File: src/rtl/serial_sub_pkg.sv
// Shared types and defaults for the bit-serial subtractor.
package serial_sub_pkg;
  localparam int unsigned DEFAULT_WIDTH = 8;

  typedef enum logic [1:0] {
    IDLE = 2'd0,
    RUN  = 2'd1,
    DONE = 2'd2
  } state_e;
endpackage

File: src/rtl/full_sub_cell.sv
// One-bit full subtractor: D = a - b - cin, B = borrow out. Purely combinational.
module full_sub_cell (
  input  logic a,
  input  logic b,
  input  logic cin,
  output logic D,
  output logic B
);
  assign D = a ^ b ^ cin;
  assign B = (~a & b) | (~(a ^ b) & cin);
endmodule

File: src/rtl/serial_subtractor.sv
// Bit-serial a - b - bin, LSB first; results valid WIDTH clocks after the accepting edge.
// No backpressure: start is only sampled when not busy, and done is a single-cycle pulse.
module serial_subtractor
  import serial_sub_pkg::*;
#(
  parameter int WIDTH = DEFAULT_WIDTH
) (
  input  logic             clk,
  input  logic             rst,
  input  logic             start,
  input  logic [WIDTH-1:0] a,
  input  logic [WIDTH-1:0] b,
  input  logic             bin,
  output logic             busy,
  output logic             done,
  output logic [WIDTH-1:0] diff,
  output logic             bout,
  output logic             ovf
);
  localparam int CW = (WIDTH > 1) ? $clog2(WIDTH) : 1;
  localparam logic [CW-1:0] LAST = CW'(WIDTH - 1);

  state_e           state_q, state_d;
  logic [WIDTH-1:0] a_q, a_d, b_q, b_d;
  logic [WIDTH-1:0] diff_q, diff_d;
  logic [CW-1:0]    cnt_q, cnt_d;
  logic             br_q, br_d;
  logic             amsb_q, amsb_d, bmsb_q, bmsb_d;
  logic             bout_q, bout_d, ovf_q, ovf_d;
  logic             cell_d, cell_b;

  full_sub_cell u_cell (
    .a  (a_q[0]),
    .b  (b_q[0]),
    .cin(br_q),
    .D  (cell_d),
    .B  (cell_b)
  );

  // The minuend register doubles as the difference register: each consumed
  // LSB frees the MSB slot that receives the new difference bit.
  always_comb begin
    state_d = state_q;
    a_d     = a_q;
    b_d     = b_q;
    cnt_d   = cnt_q;
    br_d    = br_q;
    amsb_d  = amsb_q;
    bmsb_d  = bmsb_q;
    diff_d  = diff_q;
    bout_d  = bout_q;
    ovf_d   = ovf_q;
    case (state_q)
      IDLE, DONE: begin
        if (start) begin
          a_d     = a;
          b_d     = b;
          br_d    = bin;
          amsb_d  = a[WIDTH-1];
          bmsb_d  = b[WIDTH-1];
          cnt_d   = '0;
          state_d = RUN;
        end else begin
          state_d = IDLE;
        end
      end
      RUN: begin
        a_d  = {cell_d, a_q[WIDTH-1:1]};
        b_d  = {1'b0, b_q[WIDTH-1:1]};
        br_d = cell_b;
        if (cnt_q == LAST) begin
          diff_d  = {cell_d, a_q[WIDTH-1:1]};
          bout_d  = cell_b;
          ovf_d   = (amsb_q != bmsb_q) && (cell_d != amsb_q);
          state_d = DONE;
        end else begin
          cnt_d = cnt_q + CW'(1);
        end
      end
      default: state_d = IDLE;
    endcase
  end

  always_ff @(posedge clk or posedge rst) begin
    if (rst) begin
      state_q <= IDLE;
      a_q     <= '0;
      b_q     <= '0;
      cnt_q   <= '0;
      br_q    <= 1'b0;
      amsb_q  <= 1'b0;
      bmsb_q  <= 1'b0;
      diff_q  <= '0;
      bout_q  <= 1'b0;
      ovf_q   <= 1'b0;
    end else begin
      state_q <= state_d;
      a_q     <= a_d;
      b_q     <= b_d;
      cnt_q   <= cnt_d;
      br_q    <= br_d;
      amsb_q  <= amsb_d;
      bmsb_q  <= bmsb_d;
      diff_q  <= diff_d;
      bout_q  <= bout_d;
      ovf_q   <= ovf_d;
    end
  end

  assign busy = (state_q == RUN);
  assign done = (state_q == DONE);
  assign diff = diff_q;
  assign bout = bout_q;
  assign ovf  = ovf_q;
endmodule

File: config.mk
export PLATFORM = sky130hd
export DESIGN_NAME = serial_subtractor
export DESIGN_NICKNAME = d
export VERILOG_FILES = /design/src/rtl/serial_sub_pkg.sv /design/src/rtl/full_sub_cell.sv /design/src/rtl/serial_subtractor.sv
export SDC_FILE = /design/constraint.sdc
export NUM_CORES = 1
export LEC_CHECK = 0
export CORE_ASPECT_RATIO = 2
export CORE_MARGIN = 2
export CORE_UTILIZATION = 45
export CTS_CLUSTER_SIZE = 16
export DETAILED_ROUTE_END_ITERATION = 8
export PLACE_DENSITY = 0.77
export SLEW_MARGIN = 15
export SYNTH_ARGS = -nofsm -noshare
export SYNTH_HDL_FRONTEND = slang
export SYNTH_SLANG_ARGS = --single-unit
File: constraint.sdc
create_clock -name clk -period 1.5 [get_ports clk]
set_input_delay 0.3 -clock clk [delete_from_list [all_inputs] [get_ports clk]]
set_output_delay 0.3 -clock clk [all_outputs]
set_load 0.1 [all_outputs]
==> results of run 1 <==
[registers in the layout, summed over array words and instances, names as in the netlist]
name and cells:
cnt_q 3, br_q 1, bmsb_q 1, diff 8, amsb_q 1, state_q 2, a_q 8, b_q 8
bout 1, ovf 1
[layer usage]
| layer | up-vias | GRT usage [%] | share of wire (%) |
|---|---|---|---|
| li1 | 575 | - | - |
| met1 | 584 | 21.6 | 35 |
| met2 | 36 | 35.6 | 59 |
| met3 | 11 | 3.54 | 4.1 |
| met4 | 0 | 8.82 | 2.0 |
| met5 | - | 0 | 0 |
[Yosys cell counts]
cell type | count | area, µm²
a22o_1 | 1 | 8.76
and3b_1 | 1 | 8.76
nand3b_2 | 1 | 11.3
a22oi_1 | 1 | 7.51
fa_1 | 1 | 20.0
or3b_1 | 1 | 8.76
buf_1 | 1 | 3.75
a31oi_1 | 14 | 87.6
dfrtp_1 | 34 | 851
o21ai_0 | 2 | 10.0
o21ai_2 | 3 | 26.3
nand2_1 | 38 | 143
a21oi_1 | 1 | 5.00
buf_4 | 3 | 22.5
a221o_1 | 1 | 10.0
inv_1 | 6 | 22.5
nand3_1 | 1 | 5.00
mux2_4 | 5 | 75.1
nand2b_1 | 2 | 12.5
buf_2 | 5 | 25.0
nor2_1 | 17 | 63.8
nand3_2 | 3 | 30.0
inv_2 | 1 | 3.75
mux2_2 | 3 | 33.8
nor2b_1 | 2 | 12.5
ha_1 | 2 | 25.0
[area by class of cell]
type / instances / area (µm²)
multi-input cells: 100 / 639
clock inverters: 1 / 30.0
flip-flops and latches: 34 / 852
fillers: 260 / 1110
well taps: 32 / 40.0
repair buffers: 43 / 566
clock buffers: 7 / 76.3
inverters: 7 / 26.3
[worst paths after layout]
check                           startpoint  cells past startpoint    endpoint  slack (ps)
worst max-delay path              cnt_q[0]                      5    cnt_q[2]          10
worst min-delay path                   rst                      3     diff[7]         350
worst max register to register    cnt_q[0]                      5    cnt_q[2]          10
worst min register to register      amsb_q                      2      amsb_q         510
max in group asynchronous              rst                      3  state_q[0]         950
min in group clk                    amsb_q                      2      amsb_q         510
[per-stage QoR]
step / setup TNS (ps) / worst slack, ps / std cells / hold WS (ps)
global route: -74.3 / -34.2 / 224 / 389
CTS: 0 / 10.4 / 221 / 364
finish: 0 / 14.0 / 224 / 355
detailed placement: -1090 / -127 / 213 / 498
floorplan: 0 / 3.87 / 150 / 405
global placement: -199 / -21.5 / 213 / 483
[timing repair]
action                     CTS  global route
resized for setup            3             4
pin swaps                    1             5
setup buffers                0             3
setup endpoints to repair    5            13
[kinds of logic after synthesis]
family	after synthesis	share of synthesized area (%)
and+or+nand+nor	66	19.3
AOI/OAI and AO/OA	23	10.1
DFF	34	55.5
buffers and inverters	16	5.06
muxes	8	7.10
adders and majority gates	3	2.94
[worst max-delay path, delay by kind of cell (launching register included)]
kind            cells  cell delay [ps]
compound gates      1               60
fa+ha+maj           2              370
flops               1              390
simple gates        2              560
[power by group through the flow]
stage | sequential [mW] | combinational (mW) | clock (mW)
floorplan | 2.49 | 1.34 | 0
global placement | 1.70 | 3.12 | 0
detailed placement | 1.74 | 3.25 | 0
CTS | 1.74 | 3.29 | 0.831
global route | 1.79 | 3.61 | 0.864
finish | 1.74 | 3.38 | 0.818
==> metrics.yaml, run 1 <==
layout:
  drive_gt1_share_pct: 27.6
  final_common_cell: "nand2_1"
  nets: 214
  final_cell_mix: "nand2_1 (38), dfrtp_1 (33), clkdlybuf4s50_1 (19), nor2_1 (17), buf_12 (15)"
  antenna_cells: 0
  syn_to_final_growth_pct: 45.5
  final_util_pct: 66.7
  fin_area_um2: 2230
global_route:
  track_usage_pct: 19.9
  antenna_found_initial: 0
  grt_max_degree: 35
  grt_remaining_overflow: 0
  grt_pass1_vias: 1240
  grt_pass1_wl_um: 5670
detailed_routing:
  drt-total-wl_um: 3380
  first_iter_violations: 27
  drc: 0
  drtAntennaViolNets: 0
  drtPass1Iterations: 5
  avgRoutedWirePerCell_um: 15.1
  viasPerCell: 5.38
  vias: 1206
pwr:
  cell_internal_pwr_mw: 3.28
  p_total_mw: 5.93
  cellPowerDensity_nw_per_um2: 2660
  leakagePower_nw: 1.03
  swShare_pct: 44.7
  power.switching_mw: 2.65
  irDropWorstVdd_uv: 1440
  seq_power_share_pct: 29.3
  power.share.combinational_pct: 56.9
  p_clk_share_pct: 13.8
sta:
  slew_viol_final: 0
  maxSlewHeadroom_pct: 81.8
  max_freq_mhz: 673
  worst_pin_slew_ps: 273
  worst_clock_skew_ps: 8.50
  rsz0062_at_grt: "yes"
  hold_viol_final: 0
  finalCritPeriodShare_pct: 99.1
  fin_crit_ps: 1490
  setup_viol: 0
synthesis:
  synth.distinct_cells: 26
  syn_inst: 150
  seq_area_frac_synth_pct: 55.5
  syn_avg_cell_area_um2: 10.2
  synth_area_um2: 1530
  syn-num-nets: 173
  ys_ff_latch: 34
  yosysWarnings: 0
worst_setup_path:
  crit_fanout: 7
  max_stage_delay_ps: 460
  crit_required_ps: 1680
  cp-start-kind: "flop"
  cp.arrival_ps: 1660
  crit_path_cell_trace: "ha_2 > ha_4 > or3b_4 > nand3_2 > o21ai_2"
  cp-end-kind: "flop"
  crit_type: "reg2reg"
  critPathSlowestCell: "or3b_4"
clock_network:
  cts_buffer_depth: 2
  hold_buffers: 0
  clkLatencyLatePin_ps: 280
  cts_tree: "done"
  cts_max_level: 2
  clk_pin_slew_ps: 70
  cts.sinks: 34
  cts_made_buffers: 5
  clockRootBuffer: "clkbuf_8"
floorplan:
  core_um2: 3340
  start_util_pct: 45.9
  fp-row-count: 30
  die_h_um: 86.5
  die_w_um: 45.3
  dieArea_um2: 3920
  num_io_pins: 32
placed_design:
  hpwl_um: 2490
  portBuffers: 31
  globalplace.congestion: 0.743
  place_area_um2: 2070
run_status:
  status: "complete, no violations"
hold_path:
  hold_path_class: "in2async"
flow_run:
  cap_violations: 0
(Power assumes the default switching activity.)
==> run 2, diff against run 1 <==
Settings changed: SKIP_LAST_GASP set to 1.
==> run 2 against run 1 <==
Sequential power barely moved. Global-route usage did not move. Final area fell by 0.34%. Setup slack improved by 26 ps. Cell count did not move. Fmax rose by 1.8%. Clock skew fell by 2.0 ps. Critical path type unchanged.
==> metrics.yaml, run 2 (synthesis gave the netlist of run 1 again) <==
run_status:
  status: "complete, no violations"
global_route:
  antenna_found_initial: 0
  track_usage_pct: 19.9
  grt_remaining_overflow: 0
  grt_pass1_vias: 1240
  grt_pass1_wl_um: 5670
  grt_max_degree: 35
pwr:
  cellPowerDensity_nw_per_um2: 2660
  cell_internal_pwr_mw: 3.27
  power.share.combinational_pct: 56.9
  p_total_mw: 5.92
  irDropWorstVdd_uv: 1440
  seq_power_share_pct: 29.3
  leakagePower_nw: 1.03
  swShare_pct: 44.7
  power.switching_mw: 2.64
  p_clk_share_pct: 13.8
detailed_routing:
  drtAntennaViolNets: 0
  first_iter_violations: 28
  drt-total-wl_um: 3380
  vias: 1195
  drc: 0
  viasPerCell: 5.33
  drtPass1Iterations: 5
  avgRoutedWirePerCell_um: 15.1
worst_setup_path:
  critPathBufInv: 0
  max_stage_delay_ps: 430
  critPathSlowestCell: "or3b_4"
  rr_worst_depth: 5
  cp-start-kind: "flop"
  rrSetupSlack_ps: 40
  crit_required_ps: 1680
  rr_endpoint: "cnt_q[2]"
  cp-end-kind: "flop"
  crit_fanout: 7
  path_delay_family: "simple AND/OR/NAND/NOR gates"
  cp.arrival_ps: 1640
  worst_r2r_startpoint: "cnt_q[0]"
  crit_type: "reg2reg"
  crit_path_cell_trace: "ha_2 > ha_4 > or3b_4 > nand3_2 > o21ai_2"
layout:
  final_cell_mix: "nand2_1 (38), dfrtp_1 (33), clkdlybuf4s50_1 (19), nor2_1 (17), buf_12 (15)"
  drive_gt1_share_pct: 27.6
  nFillCells: 261
  nets: 214
  fin_area_um2: 2220
  final_common_cell: "nand2_1"
  antenna_cells: 0
  layout.area.seq_um2: 852
  syn_to_final_growth_pct: 45.0
  multi_input_area_um2: 639
  finalNonFillerCells: 224
clock_network:
  clkLatencyLatePin_ps: 280
  clk_pin_slew_ps: 70
  cts.sinks: 34
  cts_made_buffers: 5
  hold_buffers: 0
  clockRootBuffer: "clkbuf_8"
  cts_tree: "done"
  cts_buffer_depth: 2
  cts_max_level: 2
placed_design:
  portBuffers: 31
  place_area_um2: 2070
  hpwl_um: 2490
  globalplace.congestion: 0.743
  numPlacedInstances: 213
sta:
  fin_crit_ps: 1460
  final.setup.tns_ps: 0
  slew_viol_final: 0
  hold_viol_final: 0
  worst_clock_skew_ps: 6.53
  rsz0062_at_grt: "yes"
  hold_slack_ps: 360
  finalCritPeriodShare_pct: 97.3
  setup_viol: 0
  maxSlewHeadroom_pct: 82.9
  max_freq_mhz: 685
  worst_pin_slew_ps: 256
floorplan:
  die_w_um: 45.3
  num_io_pins: 32
  dieArea_um2: 3920
  core_um2: 3340
  die_h_um: 86.5
  start_util_pct: 45.9
  fp-row-count: 30
flow_run:
  cap_violations: 0
hold_path:
  hold_path_class: "in2async"
## run 2: worst max-delay path by stage
| stage | start | endpoint | depth (start not counted) |
|---|---|---|---|
| after floorplan | cnt_q[0] | cnt_q[0] | 6 |
| after global placement | cnt_q[0] | cnt_q[0] | 5 |
| after detailed placement | cnt_q[0] | cnt_q[2] | 5 |
| after CTS | cnt_q[0] | cnt_q[2] | 5 |
| after global routing | cnt_q[0] | cnt_q[1] | 5 |
| final | cnt_q[0] | cnt_q[2] | 5 |
## run 2: power by group through the flow
stage               sequential, mW  combinational (mW)  clock, mW
finish                        1.74                3.37      0.816
global route                  1.79                3.60      0.864
CTS                           1.74                3.29      0.831
detailed placement            1.74                3.25          0
global placement              1.70                3.12          0
floorplan                     2.49                1.34          0
## run 2: repair_timing
| action | CTS | global route |
|---|---|---|
| pin swaps | 0 | 5 |
| gates resized for setup | 3 | 2 |
| setup endpoints to repair | 5 | 13 |
| setup buffers | 0 | 3 |
## run 2: worst reg2reg max path: cells and delay by family (launching register included)
family          cells  cell delay, ps
flops               1             390
fa+ha+maj           2             370
compound gates      1              60
simple gates        2             530
## run 2: cell type report
class / instances / share of cell area (%)
inverter: 7 / 1.18
clock inverter: 1 / 1.35
clock buffer: 7 / 3.43
sequential: 34 / 38.3
tap: 32 / 1.80
timing repair buffer: 43 / 25.1
multi-input combinational: 100 / 28.8
## run 2: routing by layer
metal / wire length (µm) / GRT usage, % / share of wire [%] / up-vias
li1: - / - / - / 574
met1: 1190 / 21.6 / 35 / 588
met2: 2010 / 35.6 / 60 / 28
met3: 117 / 3.54 / 3.5 / 5
met4: 58 / 8.82 / 1.7 / 0
met5: 0 / 0 / 0 / -
## run 2: per-stage QoR
| stage | util [%] | setup WS, ps |
|---|---|---|
| finish | 66.5 | 40.1 |
| global route | 66.5 | -12.8 |
| CTS | 65.5 | -11.6 |
| detailed placement | 61.9 | -127 |
| global placement | 61.9 | -21.5 |
| floorplan | - | 3.87 |
==> run 3, diff against run 2 <==
Settings changed: ABC_AREA set to 1, CORE_UTILIZATION 45 to 46, PLACE_DENSITY 0.77 to 0.76.
==> run 3 against run 2 <==
Count of clock-buffer cells in the layout did not move. Routed wire length fell by 2.9%. Sequential power fell by 3%. Fmax fell by 0.35%. Register-to-register slack improved by 50 ps. Synthesized cell count rose by 43%. Critical path depth fell by 2. Final area rose by 5.7%. Critical path type is now reg2out. Critical endpoint is now done. Largest power group unchanged.
==> metrics.yaml, run 3 <==
run_status:
  status: "complete, no violations"
global_route:
  antenna_found_initial: 0
  grt_pass1_wl_um: 5720
  track_usage_pct: 17.9
  grt_max_degree: 35
  grt_remaining_overflow: 0
  grt_pass1_vias: 1377
synthesis:
  yosysTopAreaCell: "dfrtp_1"
  syn_inst: 215
  yosysWarnings: 0
  syn-num-nets: 238
  netlist_top_cells_area: "dfrtp_1 (49%), nand2_1 (15%), nand3_1 (10%)"
  seq_area_frac_synth_pct: 49.0
  yosys.cell_count.top_type: "nand2_1"
  synth_top_area_share_pct: 49.0
  synth.distinct_cells: 19
  synthTopCellsByCount: "nand2_1 (71), inv_1 (41), nand3_1 (36)"
  synth_area_um2: 1740
  synthFlopType: "dfrtp_1"
  async_flop_share_pct: 100
  syn_avg_cell_area_um2: 8.07
  ys_ff_latch: 34
  synth_edf_count: 0
layout:
  fin_area_um2: 2350
  nets: 276
  final_cell_mix: "nand2_1 (70), inv_1 (39), nand3_1 (36), dfrtp_1 (34), clkdlybuf4s50_1 (19)"
  layout.area.seq_um2: 851
  antenna_cells: 0
  nFillCells: 318
  syn_to_final_growth_pct: 35.3
  multi_input_area_um2: 679
  final_util_pct: 65.1
  final_common_cell: "nand2_1"
  finalNonFillerCells: 303
  drive_gt1_share_pct: 18.1
placed_design:
  portBuffers: 31
  dp_slack_ps: 29.8
  numPlacedInstances: 293
  place_area_um2: 2240
  hpwl_um: 2480
  globalplace.congestion: 0.819
clock_network:
  cts_buffer_depth: 2
  cts_tree: "done"
  cts_max_level: 2
  clkLatencyLatePin_ps: 280
  cts.sinks: 34
  clockRootBuffer: "clkbuf_8"
  clk_pin_slew_ps: 70
  cts_made_buffers: 5
hold_path:
  hold_path_class: "in2async"
floorplan:
  core_um2: 3610
  die_h_um: 90.9
  fp-row-count: 31
  dieArea_um2: 4310
  die_w_um: 47.4
  start_util_pct: 48.1
  num_io_pins: 32
sta:
  slew_viol_final: 0
  worst_clock_skew_ps: 8.41
  setup_viol: 0
  worst_pin_slew_ps: 258
  max_freq_mhz: 683
  rsz0062_at_grt: "yes"
  maxSlewHeadroom_pct: 82.8
  fin_crit_ps: 1470
  fin_ws_ps: 34.9
  hold_viol_final: 0
  finalCritPeriodShare_pct: 97.7
worst_setup_path:
  crit_fanout: 6
  crit_required_ps: 1200
  cp.arrival_ps: 1170
  cp-start-kind: "flop"
  rr_worst_depth: 7
  crit_type: "reg2out"
  cp-end-kind: "output port"
detailed_routing:
  drtPass1Iterations: 4
  drc: 0
  first_iter_violations: 33
  drt-total-wl_um: 3280
  avgRoutedWirePerCell_um: 10.8
  viasPerCell: 4.66
  drtAntennaViolNets: 0
  vias: 1413
pwr:
  irDropWorstVdd_uv: 1290
  leakagePower_nw: 1.25
  cellPowerDensity_nw_per_um2: 2530
flow_run:
  cap_violations: 0
run 3: layout make-up:
type / count / share of cell area [%]
clock buffer: 7 / 3.68
clock inverter: 1 / 0.213
inverter: 43 / 7.09
multi-input combinational: 131 / 28.9
sequential: 34 / 36.2
tap: 49 / 2.61
timing repair buffer: 38 / 21.3
run 3: layer usage:
layer / track usage [%] / vias to the layer above / share of wire [%] / wire length (µm)
met2: 30.7 / 30 / 56 / 1830
met3: 4.40 / 6 / 3.2 / 105
met4: 6.25 / 0 / 2.0 / 66
met5: 0 / - / 0 / 0
li1: - / 724 / - / -
met1: 20.0 / 653 / 39 / 1270
run 3: cell families (layout without fill, tap and decap cells):
| kind of cell | Yosys count | in the layout | share of synthesized area, % |
|---|---|---|---|
| buffers and inverters | 50 | 89 | 12.7 |
| AND/OR/NAND/NOR | 116 | 116 | 30.3 |
| flip-flops | 34 | 34 | 49.0 |
| AO/OA/AOI/OAI | 12 | 12 | 5.41 |
| adder cells (fa/ha/maj) | 3 | 3 | 2.60 |
run 3: metrics by stage:
stage               total power [mW]  setup TNS [ps]  hold WS (ps)
floorplan                       4.22               0           437
global placement                5.17               0           464
detailed placement              5.24               0           466
CTS                             5.97               0           371
global route                    6.37           -11.1           387
finish                          5.93               0           367
run 3: what timing repair did:
action	in CTS	in global routing
setup buffers	1	1
gates resized for setup	1	2
setup endpoints to repair	1	3
pin swaps	0	2
hold buffers	0	0
run 3: report_power, final:
group / switching [mW] / internal, mW
Combinational: 2.27 / 1.30
Sequential: 0.318 / 1.37
Clock: 0.312 / 0.370
Total: 2.90 / 3.04
run 3: path summary, 6_finish.rpt:
kind	from	to	slack (ps)
max	state_q[1]	done	30
min	rst	a_q[0]	370
max reg2reg	br_q	ovf	90
min reg2reg	a_q[6]	a_q[6]	480
max in group asynchronous	rst	b_q[7]	960
min in group clk	a_q[6]	a_q[6]	480
run 3: critical path, cell delays in order, from the launching register on:
cell and delay (ps):
dfrtp_1 440, inv_4 100, nor2_4 150, buf_12 180
